--- src/rtl/vga_pkg.sv ---
// Shared VGA pipeline types and defaults.
// The sprite stage uses vga_timing_t as the payload it delays alongside the ROM fetch.
package vga_pkg;

    localparam int          SPRITE_W_DEF = 64;
    localparam int          SPRITE_H_DEF = 64;
    localparam logic [11:0] KEY_RGB_DEF  = 12'hF0F;

    typedef struct packed {
        logic [11:0] hcount;
        logic [11:0] vcount;
        logic        hsync;
        logic        vsync;
        logic        hblnk;
        logic        vblnk;
        logic [11:0] rgb;
    } vga_timing_t;

    // A 1x1 sprite would otherwise give a zero-width address bus.
    function automatic int addr_width(input int w, input int h);
        return (w * h > 1) ? $clog2(w * h) : 1;
    endfunction

endpackage

--- src/rtl/vga_if.sv ---
// One VGA pipeline link: timing counters, syncs, blanking and pixel colour.
// in/out are the stage-facing views; master/slave are aliases for generic producers/consumers.
interface vga_if;

    logic [11:0] hcount;
    logic [11:0] vcount;
    logic        hsync;
    logic        vsync;
    logic        hblnk;
    logic        vblnk;
    logic [11:0] rgb;

    modport in     (input  hcount, vcount, hsync, vsync, hblnk, vblnk, rgb);
    modport out    (output hcount, vcount, hsync, vsync, hblnk, vblnk, rgb);
    modport slave  (input  hcount, vcount, hsync, vsync, hblnk, vblnk, rgb);
    modport master (output hcount, vcount, hsync, vsync, hblnk, vblnk, rgb);

endinterface

--- src/rtl/vga_delay.sv ---
// Fixed-depth shift register with synchronous reset; every stage clears on rst.
// Used to keep the timing payload aligned with the external ROM read data.
module vga_delay #(
    parameter int DEPTH = 2,
    parameter int WIDTH = 41
) (
    input  logic             clk,
    input  logic             rst,
    input  logic [WIDTH-1:0] din_i,
    output logic [WIDTH-1:0] dout_o
);

    for (genvar gi = 0; gi < DEPTH; gi++) begin : g_stage
        logic [WIDTH-1:0] q;
        logic [WIDTH-1:0] d;

        if (gi == 0) begin : g_head
            assign d = din_i;
        end else begin : g_tail
            assign d = g_stage[gi-1].q;
        end

        always_ff @(posedge clk) begin
            if (rst) begin
                q <= '0;
            end else begin
                q <= d;
            end
        end
    end

    assign dout_o = g_stage[DEPTH-1].q;

endmodule

--- src/rtl/draw_sprite.sv ---
// Sprite overlay stage: frame-latched position, integer-scaled ROM fetch, optional colour key.
// vga_out lags vga_in by ROM_LATENCY+1 cycles; the final colour mux is combinational on rgb_pixel.
module draw_sprite
    import vga_pkg::*;
#(
    parameter int          SPRITE_W    = SPRITE_W_DEF,
    parameter int          SPRITE_H    = SPRITE_H_DEF,
    parameter int          SCALE_LOG2  = 0,
    parameter int          ROM_LATENCY = 1,
    parameter int          TRANSP_EN   = 1,
    parameter logic [11:0] KEY_RGB     = KEY_RGB_DEF,
    parameter int          ADDR_W      = addr_width(SPRITE_W, SPRITE_H)
) (
    input  logic              clk,
    input  logic              rst,
    input  logic [11:0]       xpos,
    input  logic [11:0]       ypos,
    input  logic              en,
    input  logic [11:0]       rgb_pixel,
    output logic [ADDR_W-1:0] pixel_addr,
    output logic              pos_latched,
    vga_if.in                 vga_in,
    vga_if.out                vga_out
);

    localparam int X_BITS = (SPRITE_W > 1) ? $clog2(SPRITE_W) : 0;
    localparam int FOOT_W = SPRITE_W << SCALE_LOG2;
    localparam int FOOT_H = SPRITE_H << SCALE_LOG2;
    localparam int DEPTH  = ROM_LATENCY + 1;
    localparam int TW     = $bits(vga_timing_t);

    logic [11:0]       x_s_q;
    logic [11:0]       y_s_q;
    logic              en_s_q;
    logic              vblnk_prev_q;
    logic              pos_latched_q;
    logic [ADDR_W-1:0] pixel_addr_q;
    logic [ADDR_W-1:0] pixel_addr_d;
    logic              vblnk_rise;

    assign vblnk_rise = vga_in.vblnk & ~vblnk_prev_q;

    // Shadow position only moves at the start of vertical blanking so a frame never tears.
    always_ff @(posedge clk) begin
        if (rst) begin
            x_s_q         <= '0;
            y_s_q         <= '0;
            en_s_q        <= 1'b0;
            vblnk_prev_q  <= 1'b0;
            pos_latched_q <= 1'b0;
            pixel_addr_q  <= '0;
        end else begin
            vblnk_prev_q  <= vga_in.vblnk;
            pos_latched_q <= vblnk_rise;
            pixel_addr_q  <= pixel_addr_d;
            if (vblnk_rise) begin
                x_s_q  <= xpos;
                y_s_q  <= ypos;
                en_s_q <= en;
            end
        end
    end

    assign pos_latched = pos_latched_q;
    assign pixel_addr  = pixel_addr_q;

    logic signed [12:0] dx;
    logic signed [12:0] dy;
    logic [11:0]        sx;
    logic [11:0]        sy;
    logic               hit;

    // 13-bit signed differences: a sprite hanging off the right edge never wraps to column 0.
    assign dx = $signed({1'b0, vga_in.hcount}) - $signed({1'b0, x_s_q});
    assign dy = $signed({1'b0, vga_in.vcount}) - $signed({1'b0, y_s_q});
    assign sx = dx[11:0] >> SCALE_LOG2;
    assign sy = dy[11:0] >> SCALE_LOG2;

    assign hit = en_s_q & ~vga_in.hblnk & ~vga_in.vblnk
               & ~dx[12] & (dx[11:0] < 12'(FOOT_W))
               & ~dy[12] & (dy[11:0] < 12'(FOOT_H));

    assign pixel_addr_d = hit ? ADDR_W'((32'(sy) << X_BITS) | 32'(sx)) : '0;

    vga_timing_t     t_in;
    vga_timing_t     t_out;
    logic [TW:0]     dl_in;
    logic [TW:0]     dl_out;
    logic            hit_d;
    logic            is_key;

    assign t_in = '{hcount: vga_in.hcount, vcount: vga_in.vcount,
                    hsync:  vga_in.hsync,  vsync:  vga_in.vsync,
                    hblnk:  vga_in.hblnk,  vblnk:  vga_in.vblnk,
                    rgb:    vga_in.rgb};
    assign dl_in = {t_in, hit};

    vga_delay #(
        .DEPTH (DEPTH),
        .WIDTH (TW + 1)
    ) u_delay (
        .clk    (clk),
        .rst    (rst),
        .din_i  (dl_in),
        .dout_o (dl_out)
    );

    assign t_out  = dl_out[TW:1];
    assign hit_d  = dl_out[0];
    assign is_key = (TRANSP_EN != 0) && (rgb_pixel == KEY_RGB);

    assign vga_out.hcount = t_out.hcount;
    assign vga_out.vcount = t_out.vcount;
    assign vga_out.hsync  = t_out.hsync;
    assign vga_out.vsync  = t_out.vsync;
    assign vga_out.hblnk  = t_out.hblnk;
    assign vga_out.vblnk  = t_out.vblnk;
    assign vga_out.rgb    = (hit_d && !is_key) ? rgb_pixel : t_out.rgb;

endmodule

--- src/flat_wrapper.sv ---
// flat-port wrapper written by rule: the top's interface ports become plain ports
module draw_sprite_flat import vga_pkg::*;
#(
    parameter int          SPRITE_W    = SPRITE_W_DEF,
    parameter int          SPRITE_H    = SPRITE_H_DEF,
    parameter int          SCALE_LOG2  = 0,
    parameter int          ROM_LATENCY = 1,
    parameter int          TRANSP_EN   = 1,
    parameter logic [11:0] KEY_RGB     = KEY_RGB_DEF,
    parameter int          ADDR_W      = addr_width(SPRITE_W, SPRITE_H)
)
  (clk, rst, xpos, ypos, en, rgb_pixel, pixel_addr, pos_latched, vga_in_hcount, vga_in_vcount, vga_in_hsync, vga_in_vsync, vga_in_hblnk, vga_in_vblnk, vga_in_rgb, vga_out_hcount, vga_out_vcount, vga_out_hsync, vga_out_vsync, vga_out_hblnk, vga_out_vblnk, vga_out_rgb);
  vga_if vga_in_i ();
  vga_if vga_out_i ();
  input  logic clk;
  input  logic rst;
  input  logic [11:0] xpos;
  input  logic [11:0] ypos;
  input  logic en;
  input  logic [11:0] rgb_pixel;
  output logic [ADDR_W-1:0] pixel_addr;
  output logic pos_latched;
  input wire logic [$bits(vga_in_i.hcount)-1:0] vga_in_hcount;
  input wire logic [$bits(vga_in_i.vcount)-1:0] vga_in_vcount;
  input wire logic [$bits(vga_in_i.hsync)-1:0] vga_in_hsync;
  input wire logic [$bits(vga_in_i.vsync)-1:0] vga_in_vsync;
  input wire logic [$bits(vga_in_i.hblnk)-1:0] vga_in_hblnk;
  input wire logic [$bits(vga_in_i.vblnk)-1:0] vga_in_vblnk;
  input wire logic [$bits(vga_in_i.rgb)-1:0] vga_in_rgb;
  output wire logic [$bits(vga_out_i.hcount)-1:0] vga_out_hcount;
  output wire logic [$bits(vga_out_i.vcount)-1:0] vga_out_vcount;
  output wire logic [$bits(vga_out_i.hsync)-1:0] vga_out_hsync;
  output wire logic [$bits(vga_out_i.vsync)-1:0] vga_out_vsync;
  output wire logic [$bits(vga_out_i.hblnk)-1:0] vga_out_hblnk;
  output wire logic [$bits(vga_out_i.vblnk)-1:0] vga_out_vblnk;
  output wire logic [$bits(vga_out_i.rgb)-1:0] vga_out_rgb;
  assign vga_in_i.hcount = vga_in_hcount;
  assign vga_in_i.vcount = vga_in_vcount;
  assign vga_in_i.hsync = vga_in_hsync;
  assign vga_in_i.vsync = vga_in_vsync;
  assign vga_in_i.hblnk = vga_in_hblnk;
  assign vga_in_i.vblnk = vga_in_vblnk;
  assign vga_in_i.rgb = vga_in_rgb;
  assign vga_out_hcount = vga_out_i.hcount;
  assign vga_out_vcount = vga_out_i.vcount;
  assign vga_out_hsync = vga_out_i.hsync;
  assign vga_out_vsync = vga_out_i.vsync;
  assign vga_out_hblnk = vga_out_i.hblnk;
  assign vga_out_vblnk = vga_out_i.vblnk;
  assign vga_out_rgb = vga_out_i.rgb;
  draw_sprite #(.SPRITE_W(SPRITE_W), .SPRITE_H(SPRITE_H), .SCALE_LOG2(SCALE_LOG2), .ROM_LATENCY(ROM_LATENCY), .TRANSP_EN(TRANSP_EN), .KEY_RGB(KEY_RGB), .ADDR_W(ADDR_W)) u_core (.clk(clk), .rst(rst), .xpos(xpos), .ypos(ypos), .en(en), .rgb_pixel(rgb_pixel), .pixel_addr(pixel_addr), .pos_latched(pos_latched), .vga_in(vga_in_i), .vga_out(vga_out_i));
endmodule
--- config.mk ---
export PLATFORM = sky130hd
export DESIGN_NAME = draw_sprite_flat
export DESIGN_NICKNAME = d
export VERILOG_FILES = /design/src/rtl/vga_pkg.sv /design/src/rtl/vga_if.sv /design/src/rtl/vga_delay.sv /design/src/rtl/draw_sprite.sv /design/src/flat_wrapper.sv
export SDC_FILE = /design/constraint.sdc
export NUM_CORES = 1
export LEC_CHECK = 0
export ABC_AREA = 1
export CORE_MARGIN = 5
export CORE_UTILIZATION = 30
export CTS_CLUSTER_SIZE = 16
export DETAILED_ROUTE_END_ITERATION = 10
export SYNTH_ARGS = -nofsm -noshare
export SYNTH_HDL_FRONTEND = slang
export SYNTH_HIERARCHICAL = 1
export SYNTH_SLANG_ARGS = --single-unit
--- constraint.sdc ---
create_clock -name clk -period 4.75 [get_ports clk]
set_input_delay 0.95 -clock clk [delete_from_list [all_inputs] [get_ports clk]]
set_output_delay 0.95 -clock clk [all_outputs]
set_load 0.05 [all_outputs]
Yosys cells after proc, flatten, opt, wreduce, memory -nomap -nowiden. Cells that the tools add are included.

Register bits: 121. Logic and storage cells: 31. Bits of input ports: 79. Output and inout port bits: 53.

Equal/unequal tests: 1. Add/sub/neg operators: 2. Reduce and logical (&&, ||, !) cells: 3. Magnitude comparators: 2. Multiplexer cells: 1. Bitwise operators: 14.

Operators with widths (count): $sub 12x12->13 (2); $lt 12x7->1 const B (2); $eq 12x12->1 const B (1); $mux 12 (1); $or 12x12->12 (1); $and 1x1->1 (7); $not 1->1 (6); $reduce_or 2->1 (1); $logic_and 1x1->1 (1); $logic_not 1->1 (1).

Longest topological paths before layout. Gate-level depths: netlist of run 1.

Depth in word-level cells: 9. Depth in mapped cells: 17. Mapped depth without buffers: 17.

Hierarchy. Netlist of run 1, hierarchy kept.

By module, submodules not included: draw_sprite (times used 1, seq. area each 780.7 µm², area an instance 2836.5 µm², cells each 435); vga_delay (times used 1, seq. area each 1641.6 µm², area an instance 2378.5 µm², cells each 255).

Worst setup path before layout of run 1. Ideal clock, no wire load.

Path kind: input to output. Start point: input port rgb_pixel[4]. End point: output port vga_out_rgb[10]. Arrival: 2504 ps. Slack: 1296 ps. Path buffers: 1. Required time: 3800 ps. Stages: 6. Path through: nor4_1 nand3_1 o41ai_2 buf_2 nand2_1 o21ai_0.

Word-level cells in the longest chain between the ends: 4.

RTL lines: start, declared (RTL line flat_wrapper.sv:20) `input logic [11:0] rgb_pixel;`; $eq 12x12->1 (RTL line draw_sprite.sv:110) `assign is_key = (TRANSP_EN != 0) && (rgb_pixel == KEY_RGB);`; $logic_not 1->1 (RTL line draw_sprite.sv:118) `assign vga_out.rgb = (hit_d && !is_key) ? rgb_pixel : t_out.rgb;`; $logic_and 1x1->1 (RTL line draw_sprite.sv:118); $mux 12 (RTL line draw_sprite.sv:118); end, declared (RTL line flat_wrapper.sv:36) `output wire logic [$bits(vga_out_i.rgb)-1:0] vga_out_rgb;`.

No other way between the ends.

Worst setup path after layout of run 1.
Start point: input port rgb_pixel[4]. End point: output port vga_out_rgb[4].

Word-level cells in the longest chain between the ends: 4.

RTL lines (RTL line): $eq 12x12->1 (draw_sprite.sv:110); $logic_not 1->1 (draw_sprite.sv:118); $logic_and 1x1->1 (draw_sprite.sv:118); $mux 12 (*) (draw_sprite.sv:118).

Every way passes the cells marked *; elsewhere a longest branch is shown, timed or not.

==> results of run 1 <==
per-stage QoR:
step                      instance area [µm²]  total power [mW]  setup WS (ns)  hold slack (ns)  util [%]
after floorplan                          5220              1.41           1.30            0.388         -
after global placement                   6780              1.57           1.13            0.390      39.5
after detailed placement                 6780              1.57           1.06            0.392      39.5
after CTS                                7330              2.78           1.06            0.399      42.7
after global routing                     7330              2.89          0.842            0.413      42.7
final                                    7330              2.74           1.10            0.398      42.7
flip-flops by register name, indices dropped and copies added, names as in the netlist:
signal,count
u_core/en_s_q,1
u_core/pixel_addr,12
u_core/pos_latched,1
u_core/u_delay/dout_o,41
u_core/u_delay/g_stage.q,41
u_core/vblnk_prev_q,1
u_core/x_s_q,12
u_core/y_s_q,12
power breakdown:
group          internal [mW]  switching (mW)
clock network          0.760           0.434
logic                  0.197           0.272
registers               1.06          0.0122
total                   2.02           0.719
layout by cell type (no fill, tap or decap), types with 2 or more instances in the layout:
| cell type | n |
|---|---|
| xor2_1 | 3 |
| clkinv_2 | 4 |
| nand3_2 | 3 |
| clkdlybuf4s50_1 | 118 |
| nor2_1 | 116 |
| inv_1 | 160 |
| fa_1 | 2 |
| nand4_1 | 5 |
| buf_12 | 12 |
| clkbuf_8 | 4 |
| ha_1 | 24 |
| clkinvlp_4 | 3 |
| nor2_2 | 12 |
| o21ai_0 | 37 |
| xnor2_1 | 4 |
| nand3_1 | 22 |
| dfxtp_1 | 121 |
| a21oi_2 | 5 |
| a21oi_1 | 36 |
| clkbuf_16 | 17 |
| buf_4 | 3 |
| nand2_1 | 100 |
| nand2_2 | 8 |
cells in the mapped netlist (2+ instances only):
library cell	count	share of area, %
xor2_1	3	0.50
nor2_1	116	8.3
nand4_1	5	0.60
inv_1	160	12
nand2_1	100	7.2
fa_1	2	0.77
a21oi_1	36	3.5
nand3_2	3	0.58
a21oi_2	5	0.84
nor2_2	12	1.4
o21ai_0	37	3.6
dfxtp_1	121	46
buf_6	2	0.43
ha_1	24	5.8
nand3_1	22	2.1
clkbuf_1	8	0.58
nand2_2	8	0.96
clkbuf_8	8	2.1
xnor2_1	4	0.67
layout make-up:
class	instances	area, µm²	share of cell area (%)
clock buffer	21	480	6.55
clock inverter	8	72.6	0.990
inverter	160	601	8.19
multi-input combinational	390	2020	27.6
sequential	121	2420	33.0
tap	225	282	3.84
timing repair buffer	134	1450	19.8
per-layer routing:
| layer | up-vias | part of all wire (%) |
|---|---|---|
| li1 | 2341 | - |
| met1 | 1814 | 49 |
| met2 | 101 | 44 |
| met3 | 15 | 4.8 |
| met4 | 0 | 2.1 |
| met5 | - | 0 |
cells by family after synthesis:
logic type      after synthesis  synth area share, %
fa+ha+maj                    26                 6.53
compound gates               84                 8.81
buf+inv                     179                 14.7
simple gates                273                 22.3
flops                       121                 46.4
xor+xnor                      7                 1.18
tightest hold or removal path, stage by stage, from the launching register on:
cell and delay [ns]:
dfxtp_1 0.29, inv_1 0.04, nor2_1 0.03
worst paths after layout:
check	from	to	slack, ns
setup / recovery	rgb_pixel[4]	vga_out_rgb[4]	1.10
hold / removal	u_core/u_delay/g_stage[0].q[22]$_SDFF_PP0_	u_core/u_delay/dout_o[22]$_SDFF_PP0_	0.40
setup reg to reg	u_core/x_s_q[0]$_SDFFE_PP0P_	u_core/pixel_addr[10]$_SDFF_PP0_	2.14
hold reg to reg	u_core/u_delay/g_stage[0].q[22]$_SDFF_PP0_	u_core/u_delay/dout_o[22]$_SDFF_PP0_	0.40
==> key figures, run 1 <==
Logic synthesis
  • Syn nets: roughly 800
  • Unique masters post-synth: 33
  • Yosys warning count: 6
  • Yosys reg bits: around 120
  • Cell Area, Synth: 5220 µm²
  • Async set or reset register ratio after synthesis: 0%
  • Post-synthesis sequential area ratio: 46.4%
  • Avg Synthesized Cell Area: approximately 7.6 µm²
  • Cells after synthesis: ~700
  • Top FF cell, synth: dfxtp_1
  • Post-synth EDFFs: 0

Layout
  • Fraction of layout cells with a size suffix above 1: around 9.2%
  • Final cell count without fillers: around 1100
  • Filler instances: about 1800
  • Antenna diodes: 0
  • NumNets Final: 929
  • Area grow syn2layout: 40.6%

Placed design
  • DP Cell Count: ~1000
  • Final Wtd Congestion: roughly 0.86
  • Detail Placement HPWL: approximately 9400 µm
  • Port bufs: around 130

CTS
  • Hold_buf cts: 0
  • Root Driver: clkbuf_16
  • CTS clk-pin slew, worst paths: around 0.05 ns
  • CTS Buf Count: 17
  • Clk sink count: approximately 120
  • Worst skew pair latency: slightly above 0.4 ns
  • Max Buffers Root-to-Sink: 2
  • Number of post-CTS setup repair buffers: 0
  • Post-CTS sizing: 0
  • Htree depth: 4
  • TritonCTS clock tree: done

STA
  • Period utilization: 76.9%
  • F_max: between 0.2 and 0.3 GHz
  • Count of final setup violators: 0
  • Tightest Pin Transition: a little under 0.9 ns
  • Setup TNS: 0 ns
  • Final Hold Vio Count: 0
  • RSZ-0062 raised after global routing: false
  • Slew HR: between 40% and 50%
  • Clk_skew: approximately 0.0043 ns
  • Shortest period the worst path allows: roughly 3.7 ns
  • Max-slew violation count: 0

GRT
  • Antenna violations before repair: 0
  • Global-route wire length before repair: about 20000 µm
  • Top Usage Layer GRT: met2
  • Overall Global Routing Usage: approximately 12%
  • Met3 Use GR: just under 4%
  • Grt total ovfl: 0
  • GR Util met1: 15.7%
  • Pin count of the biggest net entering global routing: 85
  • Vias in the first global route: approximately 4000
  • Grt met2 use: 19.7%

Routing
  • Iter 0 DRT Violations: 177
  • Drt first pass iters: 4
  • Detailed Route WL: 12200 µm
  • Post-route DRC violation count: 0
  • Post-DRT Antenna Nets: 0
  • Wire length per cell: about 12 µm
  • Via density per instance: 4.03
  • Total number of vias: roughly 4300

Hold path
  • Worst Hold Class: flip-flop to flip-flop
  • Worst Hold Depth: 2

Critical path
  • Crit. path cell count: 8
  • Critical Path Slowest Stage Cell: clkdlybuf4s50_1
  • Endpoint kind of the worst setup timing path: output pin
  • Worst stage delay on the critical path: approximately 0.42 ns
  • Cell count of the worst reg-to-reg path: 14
  • CP required: between 3 and 4 ns
  • Startpoint types: primary input
  • Cell Chain, Critical Path: clkdlybuf4s50_1, nor4_1, nand3_1, o41ai_2, buf_4, nand2_1, o21ai_0, buf_12
  • Worst Path Buf+Inv: 3
  • Crit path max fanout: 24
  • Critical Setup Path Class: primary input to output pin
  • WP data arrival: between 2 and 3 ns
  • Top delay family on crit path: buffers and inverters

Power and ir drop
  • Worst VDD drop: 0.249 mV
  • P per Cell Area: between 300 and 400 nW/µm²
  • Leakage power total: 3.44 nW

Run status
  • Status: complete, no violations

Floorplanning
  • Die outline width: around 140 µm
  • # IOs: between 100 and 150
  • Row count: 48
  • Core area: approximately 17000 µm²
  • Initial core utilization: around 30%
  • Die area: just over 20000 µm²
  • Die Ht: approximately 140 µm

Job
  • Max Cap Viol: 0
Note: power is estimated with default switching activity, not from simulation.
==> run 2: changes to the inputs <==
clock period = 3 ns   (was 4.75 ns; I/O delays follow)
==> run 2 against run 1 <==
Against the previous run:
- core utilization increased by 0.78 points
- combinational power grew 61%
- via count is 3.0% higher
- critical path depth decreased by 1
- sequential cell count did not move
- wire length increased by 1.9%
- worst hold slack improved by 0.0014 ns
- first-iteration DRC count increased by 21%
- global-route usage increased by 0.22 points
==> key figures, run 2 (synthesized netlist as in run 1, its figures left out) <==
Power and ir drop
  • Psw: 1.23 mW (+71%)
  • Clk pwr share: 44.2% (+0.6 points)
  • Worst VDD drop: 0.407 mV (+64%)
  • P per Cell Area: 591 nW/µm² (+58%)
  • Sw frac: 27.9% (+1.7 points)
  • Int Pwr: 3.18 mW (+57%)
  • Comb pwr share: 17.1% (about the same)
  • Sequential power share: 38.6% (-0.7 points)
  • Leakage power total: 3.53 nW (+2.7%)
  • Total power: 4.41 mW (+61%)

Critical path
  • Cell count of the worst reg-to-reg path: 15 (+1)
  • Reg-to-Reg End: u_core/pixel_addr[7]$_SDFF_PP0_
  • WP data arrival: 2.29 ns (-0.41 ns)
  • Crit path max fanout: 7 (-71%)
  • Worst R2R Start: u_core/x_s_q[0]$_SDFFE_PP0P_
  • CP required: 2.40 ns (-1.40 ns)
  • FF-to-FF setup slack: 0.64 ns (-1.50 ns)
  • Endpoint kind of the worst setup timing path: output pin
  • Critical Setup Path Class: primary input to output pin
  • Critical Path Slowest Stage Cell: clkdlybuf4s50_1
  • Cell Chain, Critical Path: clkdlybuf4s50_1, nand3_1, o41ai_4, buf_4, nand2_1, o21ai_0, bufbuf_16
  • Worst stage delay on the critical path: 0.49 ns (+0.07 ns)
  • Startpoint types: primary input

STA
  • Hold_ws: 0.400 ns (+0.00144 ns)
  • F_max: 0.347 GHz
  • Period utilization: 96.2%
  • Max-slew violation count: 0 (unchanged)
  • Final Hold Vio Count: 0 (unchanged)
  • RSZ-0062 raised after global routing: false
  • Slew HR: 41.9% (-0.51 points)
  • Tightest Pin Transition: 0.872 ns (+0.00765 ns)
  • Shortest period the worst path allows: ~2.9 ns
  • Final setup margin: 0.114 ns (-0.981 ns)
  • Clk_skew: 0.0170 ns (+0.0127 ns)
  • Count of final setup violators: 0 (unchanged)

GRT
  • Antenna violations before repair: 0 (unchanged)
  • Overall Global Routing Usage: 12.7% (+0.22 points)
  • Global-route wire length before repair: 19800 µm (+1.2%)
  • Grt total ovfl: 0 (unchanged)
  • Vias in the first global route: 4094 (+2.0%)
  • Pin count of the biggest net entering global routing: 85 (unchanged)

CTS
  • CTS clk-pin slew, worst paths: 0.06 ns (about the same)
  • Max Buffers Root-to-Sink: 2 (unchanged)
  • Hold_buf cts: 0 (unchanged)
  • Root Driver: clkbuf_16
  • Worst skew pair latency: 0.42 ns (about the same)
  • Htree depth: 4 (unchanged)
  • CTS Buf Count: 17 (unchanged)
  • Clk sink count: 121 (unchanged)
  • TritonCTS clock tree: done
  • Number of post-CTS setup repair buffers: 0 (unchanged)

Layout
  • Commonest cells after routing, fill and taps aside: 160 x inv_1, 121 x dfxtp_1, 116 x nor2_1
  • Post-route cell area: 7460 µm² (+1.8%)
  • Final cell count without fillers: 1069 (+0.94%)
  • Antenna diodes: 0 (unchanged)
  • Fraction of layout cells with a size suffix above 1: 10.5% (+1.3 points)
  • Area of the multi-input gates: 2050 µm² (+1.1%)
  • Area grow syn2layout: 43.1%
  • Commonest non-fill, non-tap cell in the layout: inv_1
  • NumNets Final: 936 (+0.75%)
  • Reg area: 2420 µm² (unchanged)
  • Filler instances: 1749 (-1.6%)

Placed design
  • Placed cell areas: 6840 µm² (+0.85%)
  • Detail Placement HPWL: 9660 µm (+2.4%)
  • Port bufs: 131 (unchanged)
  • Final Wtd Congestion: 0.836 (-2.5%)
  • DP Cell Count: 1036 (+0.58%)
  • Pre-CTS WS: -0.0104 ns (-1.07 ns)

Routing
  • Drt first pass iters: 4 (unchanged)
  • Iter 0 DRT Violations: 214 (+21%)
  • Post-DRT Antenna Nets: 0 (unchanged)
  • Post-route DRC violation count: 0 (unchanged)
  • Total number of vias: 4397 (+3.0%)
  • Detailed Route WL: 12500 µm (+1.9%)
  • Via density per instance: 4.11 (+2.0%)
  • Wire length per cell: 11.6 µm (+0.99%)

Floorplanning
  • Die outline width: 142 µm (unchanged)
  • Die area: 20100 µm² (unchanged)
  • Initial core utilization: 30.4% (unchanged)
  • Die Ht: 142 µm (unchanged)
  • # IOs: 132 (unchanged)
  • Row count: 48 (unchanged)
  • Core area: 17200 µm² (unchanged)

Hold path
  • Hold_sp: u_core/u_delay/g_stage[0].q[34]$_SDFF_PP0_
  • Worst Hold Depth: 2 (unchanged)
  • Worst Hold Class: flip-flop to flip-flop
  • Hold Path Sink: u_core/u_delay/dout_o[34]$_SDFF_PP0_

Run status
  • Status: complete, no violations

Job
  • Max Cap Viol: 0 (unchanged)
run 2: cell types whose count changed in the layout (fill, tap and decap cells not counted), moves of 3 or more:
cell,delta
dlymetal6s2s_1,+4
inv_6,+5
buf_4,+4
clkdlybuf4s50_1,-4
clkinv_2,-3
clkinv_4,+5
clkbuf_8,-3
run 2: repair_timing:
item	in CTS	in global routing
gates resized for setup	0	11
hold endpoints to repair	0	0
endpoints found under the setup margin	0	12
run 2: stage by stage:
stage / utilization [%] / TNS [ns]
after global placement: 39.8 / 0
after floorplan: - / 0
final: 43.5 / 0
after detailed placement: 39.8 / -0.0327
after CTS: 43.2 / 0
after global routing: 43.5 / 0
run 2: layer usage:
| metal | vias up | GRT usage, % | share of wire [%] |
|---|---|---|---|
| met5 | - | 0 | 0 |
| met4 | 0 | 6.31 | 3.0 |
| met3 | 23 | 4.01 | 5.2 |
| met2 | 111 | 20.2 | 45 |
| met1 | 1900 | 15.4 | 47 |
| li1 | 2363 | - | - |
run 2: worst max-delay path by stage:
stage	start	endpoint	slack, ns
5_1_grt	rgb_pixel[10]	vga_out_rgb[2]	0.03
6_report	rgb_pixel[0]	vga_out_rgb[2]	0.11
3_5_place_dp	vga_in_hcount[0]	u_core/pixel_addr[11]$_SDFF_PP0_	-0.01
3_3_place_gp	vga_in_hcount[0]	u_core/pixel_addr[0]$_SDFF_PP0_	0.04
2_1_floorplan	rgb_pixel[4]	vga_out_rgb[10]	0.25
4_1_cts	rgb_pixel[4]	vga_out_rgb[9]	0.04
run 2: worst max-delay path, delay by kind of cell:
family	cells	cell delay (ns)
buf+inv	3	1.01
compound gates	2	0.49
simple gates	2	0.19
run 2: cell type report:
class                      count  share of cell area, %
tap                          225                   3.77
inverter                     160                   8.05
multi-input combinational    390                   27.4
sequential                   121                   32.5
timing repair buffer         141                   20.6
clock inverter                14                   1.84
clock buffer                  18                   5.88
run 2: power groups by stage:
stage                     combinational (mW)  sequential [mW]  clock [mW]
final                                  0.755             1.70        1.95
after detailed placement               0.756             1.74           0
after floorplan                        0.440             1.79           0
after global routing                   0.847             1.71        2.09
after global placement                 0.751             1.74           0
after CTS                              0.759             1.70        2.02
==> run 3: changes to the inputs <==
TNS_END_PERCENT = 50   (was not set)
==> results of run 3 <==
The final DEF is identical to that of run 2; final timing and power are the same.
